--- config.mk ---
export PLATFORM = sky130hd
export DESIGN_NAME = fibo_job_dispatcher
export DESIGN_NICKNAME = d
export VERILOG_FILES = /design/src/rtl/fibo_job_dispatcher.sv
export SDC_FILE = /design/constraint.sdc
export NUM_CORES = 1
export LEC_CHECK = 0
export BUFFER_PORTS_ARGS = -buffer_cell sky130_fd_sc_hd__buf_2
export CORE_ASPECT_RATIO = 1.1
export CORE_MARGIN = 4
export CORE_UTILIZATION = 30
export DETAILED_ROUTE_END_ITERATION = 8
export GPL_TIMING_DRIVEN = 0
export SYNTH_ARGS = -nofsm -noshare
export SYNTH_HDL_FRONTEND = slang
export SYNTH_SLANG_ARGS = --single-unit
--- constraint.sdc ---
create_clock -name Clk -period 1.84 [get_ports Clk]
set_input_delay 0 -clock Clk [delete_from_list [all_inputs] [get_ports Clk]]
set_output_delay 0 -clock Clk [all_outputs]
set_load 0.02 [all_outputs]
--- src/rtl/fibo_job_dispatcher.sv ---
// fibo_job_dispatcher: queues term-count requests and feeds them one at a
// time to a Fibonacci controller FSM via a Start/Done level handshake.
// The dispatcher forces a Start-low gap between jobs, aborts a job through a
// watchdog, and keeps a saturating count of jobs that ended with Done.
module fibo_job_dispatcher #(
  parameter int DEPTH   = 4,
  parameter int N_W     = 8,
  parameter int TIMEOUT = 64,
  parameter int CNT_W   = 16
) (
  input  logic             Clk,
  input  logic             Rst,
  input  logic             Req_Valid,
  input  logic [N_W-1:0]   Req_N,
  output logic             Req_Ready,
  output logic             Start,
  output logic [N_W-1:0]   N_Out,
  input  logic             Done,
  output logic             Busy,
  output logic [CNT_W-1:0] Job_Count,
  output logic             Timeout_Err,
  input  logic             Err_Clr
);

  localparam int PTR_W = (DEPTH > 1) ? $clog2(DEPTH) : 1;
  localparam int TMR_W = (TIMEOUT > 1) ? $clog2(TIMEOUT) : 1;

  localparam logic [PTR_W-1:0] PTR_ONE  = {{(PTR_W-1){1'b0}}, 1'b1};
  localparam logic [PTR_W:0]   OCC_ONE  = {{PTR_W{1'b0}}, 1'b1};
  localparam logic [PTR_W:0]   OCC_FULL = (PTR_W+1)'(DEPTH);
  localparam logic [TMR_W-1:0] TMR_ONE  = {{(TMR_W-1){1'b0}}, 1'b1};
  localparam logic [TMR_W-1:0] TMR_LAST = TMR_W'(TIMEOUT - 1);
  localparam logic [CNT_W-1:0] CNT_ONE  = {{(CNT_W-1){1'b0}}, 1'b1};

  typedef enum logic [1:0] {
    IDLE = 2'd0,
    RUN  = 2'd1,
    COOL = 2'd2
  } state_t;

  state_t           state, state_nxt;

  logic [N_W-1:0]   mem [DEPTH];
  logic [PTR_W-1:0] wr_ptr, rd_ptr;
  logic [PTR_W:0]   occ;
  logic             full, empty, push, pop;

  logic [TMR_W-1:0] timer, timer_nxt;
  logic             start_nxt, err_nxt;
  logic [N_W-1:0]   nout_nxt;
  logic [CNT_W-1:0] cnt_nxt;

  // Saturating increment: the counter sticks at all-ones.
  function automatic logic [CNT_W-1:0] sat_inc(input logic [CNT_W-1:0] v);
    return (&v) ? v : v + CNT_ONE;
  endfunction

  assign full      = (occ == OCC_FULL);
  assign empty     = (occ == '0);
  // Full blocks a push even when a pop happens in the same cycle.
  assign Req_Ready = !full && !Rst;
  assign push      = Req_Valid && Req_Ready;
  // Pop looks at the registered occupancy, so a fresh push waits one cycle.
  assign pop       = (state == IDLE) && !empty;
  assign Busy      = (state != IDLE) || !empty;

  // FIFO pointers and occupancy (control, reset).
  always_ff @(posedge Clk) begin
    if (Rst) begin
      wr_ptr <= '0;
      rd_ptr <= '0;
      occ    <= '0;
    end else begin
      if (push) wr_ptr <= wr_ptr + PTR_ONE;
      if (pop)  rd_ptr <= rd_ptr + PTR_ONE;
      case ({push, pop})
        2'b10:   occ <= occ + OCC_ONE;
        2'b01:   occ <= occ - OCC_ONE;
        default: occ <= occ;
      endcase
    end
  end

  // FIFO storage (data, not reset).
  always_ff @(posedge Clk) begin
    if (push) mem[wr_ptr] <= Req_N;
  end

  // Job sequencing: next state and next registered outputs.
  always_comb begin
    state_nxt = state;
    start_nxt = Start;
    nout_nxt  = N_Out;
    timer_nxt = timer;
    cnt_nxt   = Job_Count;
    err_nxt   = Timeout_Err;
    if (Err_Clr) err_nxt = 1'b0;
    case (state)
      IDLE: begin
        if (!empty) begin
          nout_nxt  = mem[rd_ptr];
          start_nxt = 1'b1;
          timer_nxt = '0;
          state_nxt = RUN;
        end
      end
      RUN: begin
        timer_nxt = timer + TMR_ONE;
        // Done takes priority over a watchdog expiry in the same cycle.
        if (Done) begin
          start_nxt = 1'b0;
          cnt_nxt   = sat_inc(Job_Count);
          state_nxt = COOL;
        end else if (timer == TMR_LAST) begin
          start_nxt = 1'b0;
          err_nxt   = 1'b1;
          state_nxt = COOL;
        end
      end
      COOL: begin
        start_nxt = 1'b0;
        state_nxt = IDLE;
      end
      default: begin
        start_nxt = 1'b0;
        state_nxt = IDLE;
      end
    endcase
  end

  // State and output registers.
  always_ff @(posedge Clk) begin
    if (Rst) begin
      state       <= IDLE;
      Start       <= 1'b0;
      N_Out       <= '0;
      timer       <= '0;
      Job_Count   <= '0;
      Timeout_Err <= 1'b0;
    end else begin
      state       <= state_nxt;
      Start       <= start_nxt;
      N_Out       <= nout_nxt;
      timer       <= timer_nxt;
      Job_Count   <= cnt_nxt;
      Timeout_Err <= err_nxt;
    end
  end

endmodule

==> results.md, run 1 <==
- Clock Tree Root: clkbuf_8
- Remaining antenna violation count: 0
- Slowest stage delay, CP: 0.37 ns
- Vias in the first global route: between 2k and 2.5k
- Die Ht: roughly 110 um
- CTS Buf Count: 9
- Via Count: roughly 2.3k
- HPWL Detailed: roughly 4600 um
- Seq/Total Area, Yosys: approximately 57%
- Core area: 9937 sq um
- TritonRoute pass-1 iters: 5
- Largest net degree at the start of global routing: 16
- Worst Path Required: roughly 2.1 ns
- Critical Path Start Type: flop
- Critical Path Fanout Max: 4
- Measured slew at the worst slew-check pin: about 0.59 ns
- CP Class: reg -> reg
- Yosys top cell by area: edfxtp_1
- Final period utilization: between 90% and 100%
- Worst vdd ir: approximately 0.52 mV
- Worst slack, placed: -0.1483 ns
- Synth Net Count: 293
- DRC Markers: 0
- Final setup fails: 0
- Count leader, synth: dfxtp_1
- Clk slew on worst S/H paths: ~0.080 ns
- Most frequent CP cell: inv_2
- CTS Buffer Depth: 2
- First-pass GRT wire length: approximately 11,000 um
- Gate Count Post-Synth: about 270
- IO buf count: 39
- Nets: around 360
- Top cells by area, synth: edfxtp_1, dfxtp_1, mux4_2
- Slew Viols, Final: 0
- P_leak: 1.447 nW
- Total gr overflow: 0
- Crit path capture type: flop
- Cells along the critical path: nor2_4, a211oi_4, inv_2, ha_4, inv_2, fa_2, xor2_1, or3_1, a21oi_1
- Critical path's top delay family: adder cells
- Initial drt markers: 58
- Starting Density: ~31%
- Setup Skew: ~0.0073 ns
- Yosys reg bits: 72
- Antenna Cells: 0
- Fin crit period: between 1.5 and 2 ns
- RSZ-0062 raised after global routing: yes
- Total track usage: 11.37%
- H-tree Lvls: 3
- I/O Pins: 41
- Critical path arrival: 2.10 ns
- Average wire per standard cell: 14.07 um
- Pwr dens: between 1000 and 1500 nW/um^2
- Pwr Total: 5.025 mW
- Initial antenna violation count: 0
- Post-DR vias/cell: between 4 and 5
- Number of fill cells: around 960
- Hold Path Class: in -> reg
- Top cell type's share of synthesized area: between 30 and 40%
- Die Wd: around 100 um
- GPL Wtd Cong: around 0.8
- Final core occ: between 30% and 40%
- Status: completed
- Final WS setup: between 0.001 and 0.0015 ns
- Layout cells sized above 1: between 20% and 30%
- CTS tree: yes
- Yosys warnings: 0
- Worst skew pair latency: 0.34 ns
- Area delta synth->final: 27.19%
- # rows: 38
- Setup tns final: 0 ns
- Async set or reset register ratio after synthesis: 0%
- Worst path slowest cell: dfxtp_4
- Final Hold Violating Endpoints: 0
- Main synth FF type: dfxtp_1
- Slew Limit Headroom: approximately 61%
- Average cell area after synthesis: approximately 11 sq um
- Cell Area, Synth: about 3100 sq um
- Sum of buffers and inverters on the critical path: 2
- Die area: 11,980 sq um
- Max-cap violation count: 0
- Synth unique cells: 45
- Max Fclk: about 540 MHz
- WL final: about 6600 um
- Commonest cells post-synth: dfxtp_1, edfxtp_1, a21oi_1, nand2_1, nor2_1
- Post-synth EDFFs: 32
- # clock sinks: 72
-- per-stage QoR --
| step | instance area, sq um | hold WS (ns) | std cells |
|---|---|---|---|
| after detailed placement | 3498 | 0.2221 | 431 |
| after CTS | 3885 | 0.1787 | 462 |
| final | 3928 | 0.1885 | 466 |
| after global routing | 3928 | 0.2163 | 466 |
| after global placement | 3498 | 0.2163 | 431 |
| after floorplan | 3153 | 0.09887 | 272 |
-- power breakdown --
group	leakage [nW]	switching [mW]	total (mW)	internal, mW
clock	0.120	0.657	1.46	0.799
combinational	0.709	0.866	1.57	0.707
sequential	0.618	0.136	2.00	1.86
total	1.45	1.66	5.03	3.37
-- layout make-up --
class | count | area [sq um] | share of cell area (%)
flip-flops and latches | 72 | 1777 | 45.24
repair buffers | 58 | 366.6 | 9.334
clock buffers | 9 | 123.9 | 3.154
inverters | 13 | 56.30 | 1.434
clock inverters | 7 | 111.4 | 2.835
multi-input cells | 177 | 1295 | 32.97
plain buffers | 10 | 47.55 | 1.211
well taps | 120 | 150.1 | 3.823
-- layout by cell type (no fill, tap or decap), types with 5 or more instances in the layout --
master / netlist / routed
o21ai_0: 6 / 6
edfxtp_1: 32 / 32
o31ai_1: 7 / 7
inv_1: 12 / 10
dfxtp_1: 40 / 36
nand2_1: 27 / 27
nand3_1: 11 / 11
clkbuf_8: 0 / 9
or3_1: 9 / 9
buf_4: 0 / 8
and2_1: 5 / 5
nor2_1: 13 / 11
buf_2: 2 / 41
or4_1: 7 / 7
o21ai_1: 5 / 5
a21oi_1: 31 / 31
dlygate4sd3_1: 0 / 10
mux4_2: 8 / 8
ha_1: 7 / 5
-- kinds of logic (layout without fill, tap and decap cells) --
logic type	Yosys count	count (layout)	share of synthesized area (%)
AOI/OAI and AO/OA	56	56	10.62
xor gates and xnor gates	5	5	1.418
adders and majority gates	8	8	3.484
buffers and inverters	23	97	3.120
DFF	72	72	57.05
muxes	10	10	6.685
and+or+nand+nor	98	98	17.63
-- routing by layer --
layer  track usage, %  vias up  part of all wire, %
li1                 -     1145                    -
met1            13.14     1091                   44
met2            19.94       37                   51
met3            3.610        7                  4.2
met4            3.937        0                  1.2
met5                0        -                    0
-- worst register-to-register path: stages, from the launching register on --
cell      delay (ns)
dfxtp_4         0.37
nor2_4          0.13
a211oi_4        0.07
inv_2           0.09
ha_4            0.14
inv_2           0.04
fa_2            0.33
xor2_1          0.16
or3_1           0.31
a21oi_1         0.12
-- sequential cells by signal, indices dropped and copies added, names as in the netlist --
signal       cells
mem             32
rd_ptr           2
N_Out            8
occ              3
timer            6
state            1
Start            1
wr_ptr           2
Job_Count       16
Timeout_Err      1
-- worst paths after layout --
kind | slack, ns | cells past startpoint | start | endpoint
worst max-delay path | 0.001 | 9 | occ[1] | occ[2]
worst min-delay path | 0.19 | 4 | Rst | Job_Count[5]
worst max register to register | 0.001 | 9 | occ[1] | occ[2]
worst min register to register | 0.46 | 2 | N_Out[3] | N_Out[3]
-- what timing repair did --
action                                  CTS  global route
hold endpoints to repair                 35             0
resized for setup                         5             4
pin swaps                                 5             3
buffers inserted                          5             4
hold buffers                             10             0
endpoints found under the setup margin    3             7
Power figures use the tool's default switching activity.
==> run 2: changes to the inputs <==
Settings changed: BUFFER_PORTS_ARGS -buffer_cell sky130_fd_sc_hd__buf_2 to -buffer_cell sky130_fd_sc_hd__clkbuf_2.
==> results.md, run 2 (synthesis gave the netlist of run 1 again) <==
- First-pass GRT wire length: approximately 11,000 um
- Commonest non-fill, non-tap cell in the layout: clkbuf_2
- IO buf count: 39
- Starting Density: roughly 31%
- Critical Path Start Type: flop
- Slowest stage delay, CP: around 0.39 ns
- RSZ-0062 raised after global routing: yes
- Final WS setup: -0.01380 ns
- Hold Path Class: in -> reg
- Largest reg by FF count: mem
- Average wire per standard cell: 13.84 um
- CTS Buffer Depth: 2
- Die Ht: roughly 110 um
- # clock sinks: roughly 70
- Die Wd: ~100 um
- Crit path capture type: flop
- Fin Hold WS: roughly 0.18 ns
- Worst vdd ir: 0.6317 mV
- Total gr overflow: 0
- Worst skew pair latency: 0.34 ns
- I/O Pins: between 40 and 50
- Critical path arrival: around 2.1 ns
- Worst r2r path cells: 9
- Largest net degree at the start of global routing: 16
- Post-DR vias/cell: 4.855
- Slew Viols, Final: 0
- R2r setup slk: -0.01 ns
- Critical Path Fanout Max: 5
- Largest regs: mem (32), Job_Count (16), N_Out (8)
- Via Count: roughly 2.3k
- Area delta synth->final: 27.67%
- CTS tree: yes
- Nets: between 300 and 400
- Core area: about 9900 sq um
- WL final: around 6500 um
- Total track usage: 11.12%
- Final Hold Violating Endpoints: 0
- Clock Tree Root: clkbuf_8
- Initial antenna violation count: 0
- Number of fill cells: about 950
- Max-cap violation count: 0
- Layout cells sized above 1: 29.89%
- P_leak: between 1 and 1.5 nW
- Worst path slowest cell: dfxtp_4
- Status: complete, but fails checks
- Worst slack, placed: -0.1546 ns
- Max reg flops: 32
- Worst setup path endpoint: occ[2]
- Reg2reg start: occ[2]
- Failing checks: negative setup slack
- Worst Path Required: between 2 and 2.5 ns
- Final core occ: between 30% and 40%
- Slew Limit Headroom: approximately three fifths
- Cells along the critical path: nor3_4, nand2b_4, inv_8, ha_4, inv_2, fa_2, xor2_1, or3_1, a21oi_1
- Remaining antenna violation count: 0
- Reg area: around 1800 sq um
- Setup tns final: -0.01380 ns
- TritonRoute pass-1 iters: 4
- # rows: 38
- Commonest non-fill, non-tap cells in the layout: clkbuf_2, dfxtp_1, edfxtp_1
- Initial drt markers: 57
- CP Class: reg -> reg
- Final period utilization: 100.7%
- Clk slew on worst S/H paths: ~0.09 ns
- DRC Markers: 0
- Pwr Total: 5.045 mW
- Footprint of the multi-input gates: around 1300 sq um
- Vias in the first global route: about 2.2k
- H-tree Lvls: 3
- Crit path launch: occ[2]
- Worst R2R End: occ[2]
- HPWL Detailed: 4594 um
- GPL Wtd Cong: between 0.7 and 0.8
- Fin crit period: around 1.9 ns
- Pwr dens: about 1300 nW/um^2
- Antenna Cells: 0
- Measured slew at the worst slew-check pin: 0.5750 ns
- CTS Buf Count: 9
- Max Fclk: around 540 MHz
- Die area: 11,980 sq um
- Setup Skew: 0.01411 ns
- Final setup fails: 1
[run 2: cell type report]
cell class,count,share of cell area [%]
multi-input cells,177,32.97
inverters,13,1.428
plain buffers,10,1.206
flip-flops and latches,72,45.13
clock inverters,7,2.729
repair buffers,60,9.584
well taps,120,3.808
clock buffers,9,3.142
[run 2: worst max-delay path: cells and delay by family, from the launching register on]
| kind | cells | cell delay, ns |
|---|---|---|
| adder cells (fa/ha/maj) | 2 | 0.48 |
| flip-flops | 1 | 0.39 |
| XOR/XNOR | 1 | 0.15 |
| buffers and inverters | 2 | 0.10 |
| AO/OA/AOI/OAI | 1 | 0.12 |
| AND/OR/NAND/NOR | 3 | 0.54 |
[run 2: worst min path at each step]
stage	startpoint	slack (ns)	cells past startpoint	to
final	Rst	0.18	4	Job_Count[1]
after global routing	Req_Valid	0.22	6	wr_ptr[1]
after CTS	Rst	0.18	4	Job_Count[1]
after detailed placement	Req_N[2]	0.23	1	mem[0][2]
after global placement	Req_N[6]	0.22	1	mem[2][6]
after floorplan	Req_N[0]	0.1	0	mem[0][0]
[run 2: routing by layer]
layer | global-route usage, % | routed length, um
met5 | 0 | 0
met4 | 3.150 | 55
met3 | 3.835 | 275
met2 | 19.34 | 3230
met1 | 13.08 | 2916
[run 2: power breakdown]
group / switching [mW] / internal (mW) / total [mW] / leakage, nW
Clock: 0.649 / 0.792 / 1.44 / 0.114
Combinational: 0.872 / 0.731 / 1.60 / 0.699
Sequential: 0.139 / 1.86 / 2.00 / 0.619
[run 2: per-stage QoR]
stage	instance area (sq um)	instances
after floorplan	3153	272
after global placement	3498	431
after detailed placement	3498	431
after CTS	3866	460
after global routing	3943	468
final	3943	468
[run 2: repair_timing]
action	in CTS	in global routing
resized for setup	5	6
endpoints found under the setup margin	3	12
buffers inserted	3	8
hold endpoints to repair	35	0
cloned	0	0
hold buffers	10	0
pin swaps	4	9
==> run 3: changes to the inputs <==
Settings changed: MAX_ROUTING_LAYER set to met4.
==> results.md, run 3 (synthesis gave the netlist of run 1 again) <==
- CTS tree: yes
- Worst Hold Depth: 4
- Worst Path Required: ~2.1 ns
- Largest net degree at the start of global routing: 16
- Via Count: approximately 2.3k
- Setup Skew: between 0.008 and 0.009 ns
- Remaining antenna violation count: 0
- Final Cell Area: about 3900 sq um
- Slowest stage delay, CP: a little under 0.4 ns
- Die Ht: between 100 and 150 um
- Reg2reg start: occ[0]
- Slew Limit Headroom: between 60 and 70%
- Critical path's top delay family: simple AND/OR/NAND/NOR gates
- DRC Markers: 0
- IO buf count: 39
- RSZ-0062 raised after global routing: yes
- Area delta synth->final: 27.67%
- WL final: around 6500 um
- Commonest non-fill, non-tap cells in the layout: clkbuf_2, dfxtp_1, edfxtp_1
- TritonRoute pass-1 iters: 4
- Largest regs: mem (32), Job_Count (16), N_Out (8)
- Pwr dens: roughly 1300 nW/um^2
- Die Wd: ~100 um
- Post-DR vias/cell: between 4 and 5
- Initial drt markers: a little over 50
- Pwr Total: between 5 and 6 mW
- Nets: around 360
- Largest reg by FF count: mem
- # rows: 38
- R2r setup slk: -0.01 ns
- Final period utilization: 100.7%
- CTS Buf Count: 9
- Final WS setup: -0.01356 ns
- Status: complete, but fails checks
- Core area: 9937 sq um
- Vias in the first global route: ~2.2k
- Die area: 11,980 sq um
- Worst r2r path cells: 9
- H-tree Lvls: 3
- Antenna Cells: 0
- GPL Wtd Cong: 0.8093
- Total gr overflow: 0
- Average wire per standard cell: roughly 14 um
- HPWL Detailed: between 4000 and 5000 um
- Fin crit period: between 1.5 and 2 ns
- Measured slew at the worst slew-check pin: 0.5640 ns
- Layout cells sized above 1: between 20% and 30%
- Failing checks: negative setup slack
- Cell Area, Placed: roughly 3500 sq um
- Worst Hold Path EP: Job_Count[1]
- Max reg flops: 32
- Final setup fails: 1
- Worst R2R End: occ[2]
- Final Hold Violating Endpoints: 0
- Worst path slowest cell: dfxtp_4
- I/O Pins: between 40 and 50
- Worst vdd ir: about 0.63 mV
- CP Class: reg -> reg
- # clock sinks: 72
- Critical Path Fanout Max: 4
- Hold_sp: Rst
- Critical Path Start Type: flop
- Crit path capture type: flop
- Starting Density: 31.08%
- Clk slew on worst S/H paths: about 0.080 ns
- P_leak: about 1.4 nW
- Hold Path Class: in -> reg
- Cells along the critical path: nor3_4, nand2b_4, inv_8, ha_4, inv_2, fa_2, xor2_1, or3_1, a21oi_1
- First-pass GRT wire length: 10,620 um
- Commonest non-fill, non-tap cell in the layout: clkbuf_2
- Clock Tree Root: clkbuf_8
- Max Fclk: ~540 MHz
- Critical path arrival: 2.12 ns
- CTS Buffer Depth: 2
- Total track usage: 11.44%
- Max-cap violation count: 0
- Initial antenna violation count: 0
- Worst skew pair latency: 0.34 ns
- Slew Viols, Final: 0
- Sum of buffers and inverters on the critical path: 2
run 3: layout make-up:
| class | instances | area [sq um] |
|---|---|---|
| tap | 120 | 150.1 |
| fill | 952 | 5995 |
| clock buffer | 9 | 123.9 |
| buffer | 10 | 47.55 |
| sequential | 72 | 1779 |
| timing repair buffer | 60 | 377.9 |
| multi-input combinational | 177 | 1300 |
| clock inverter | 7 | 107.6 |
| inverter | 13 | 56.30 |
run 3: stage by stage:
| step | instances | setup TNS [ns] | util, % | setup slack, ns | hold slack [ns] |
|---|---|---|---|---|---|
| after floorplan | 272 | 0 | - | 0.03102 | 0.09887 |
| after global placement | 431 | -0.1108 | 35.21 | -0.07729 | 0.2198 |
| after detailed placement | 431 | -0.2383 | 35.21 | -0.1546 | 0.2282 |
| after CTS | 460 | -0.02487 | 38.91 | -0.02487 | 0.1765 |
| after global routing | 468 | -0.09242 | 39.68 | -0.05673 | 0.2236 |
| final | 468 | -0.01356 | 39.68 | -0.01356 | 0.1847 |
run 3: how the worst max path moves through the flow:
stage                 from  slack, ns  cells after the start      to
floorplan            Start       0.03                      9  occ[2]
global placement    occ[2]      -0.08                      9  occ[2]
detailed placement  occ[2]      -0.15                      9  occ[2]
CTS                 occ[1]      -0.02                      9  occ[2]
global route        occ[2]      -0.06                      9  occ[2]
finish              occ[0]      -0.01                      9  occ[2]
run 3: tightest hold or removal path: cells and delay by family:
kind                   cells  cell delay (ns)
AND/OR/NAND/NOR            1             0.16
buffers and inverters      1             0.22
AO/OA/AOI/OAI              2             0.12
run 3: repair_timing:
action	4_1_cts	5_1_grt
resized for setup	5	6
endpoints found under the setup margin	3	12
endpoints found under the hold margin	35	0
pin swaps	4	9
hold buffers	10	0
buffers inserted	3	8
run 3: per-layer routing:
metal	up-vias	track usage (%)	wire [um]
met2	40	19.34	3225
li1	1146	-	-
met3	5	3.779	274
met4	0	3.150	56
met1	1102	13.08	2929
met5	-	-	0
run 3: where the power goes:
part / switching [mW] / internal, mW
Combinational: 0.870 / 0.731
Clock: 0.653 / 0.792
Sequential: 0.139 / 1.86
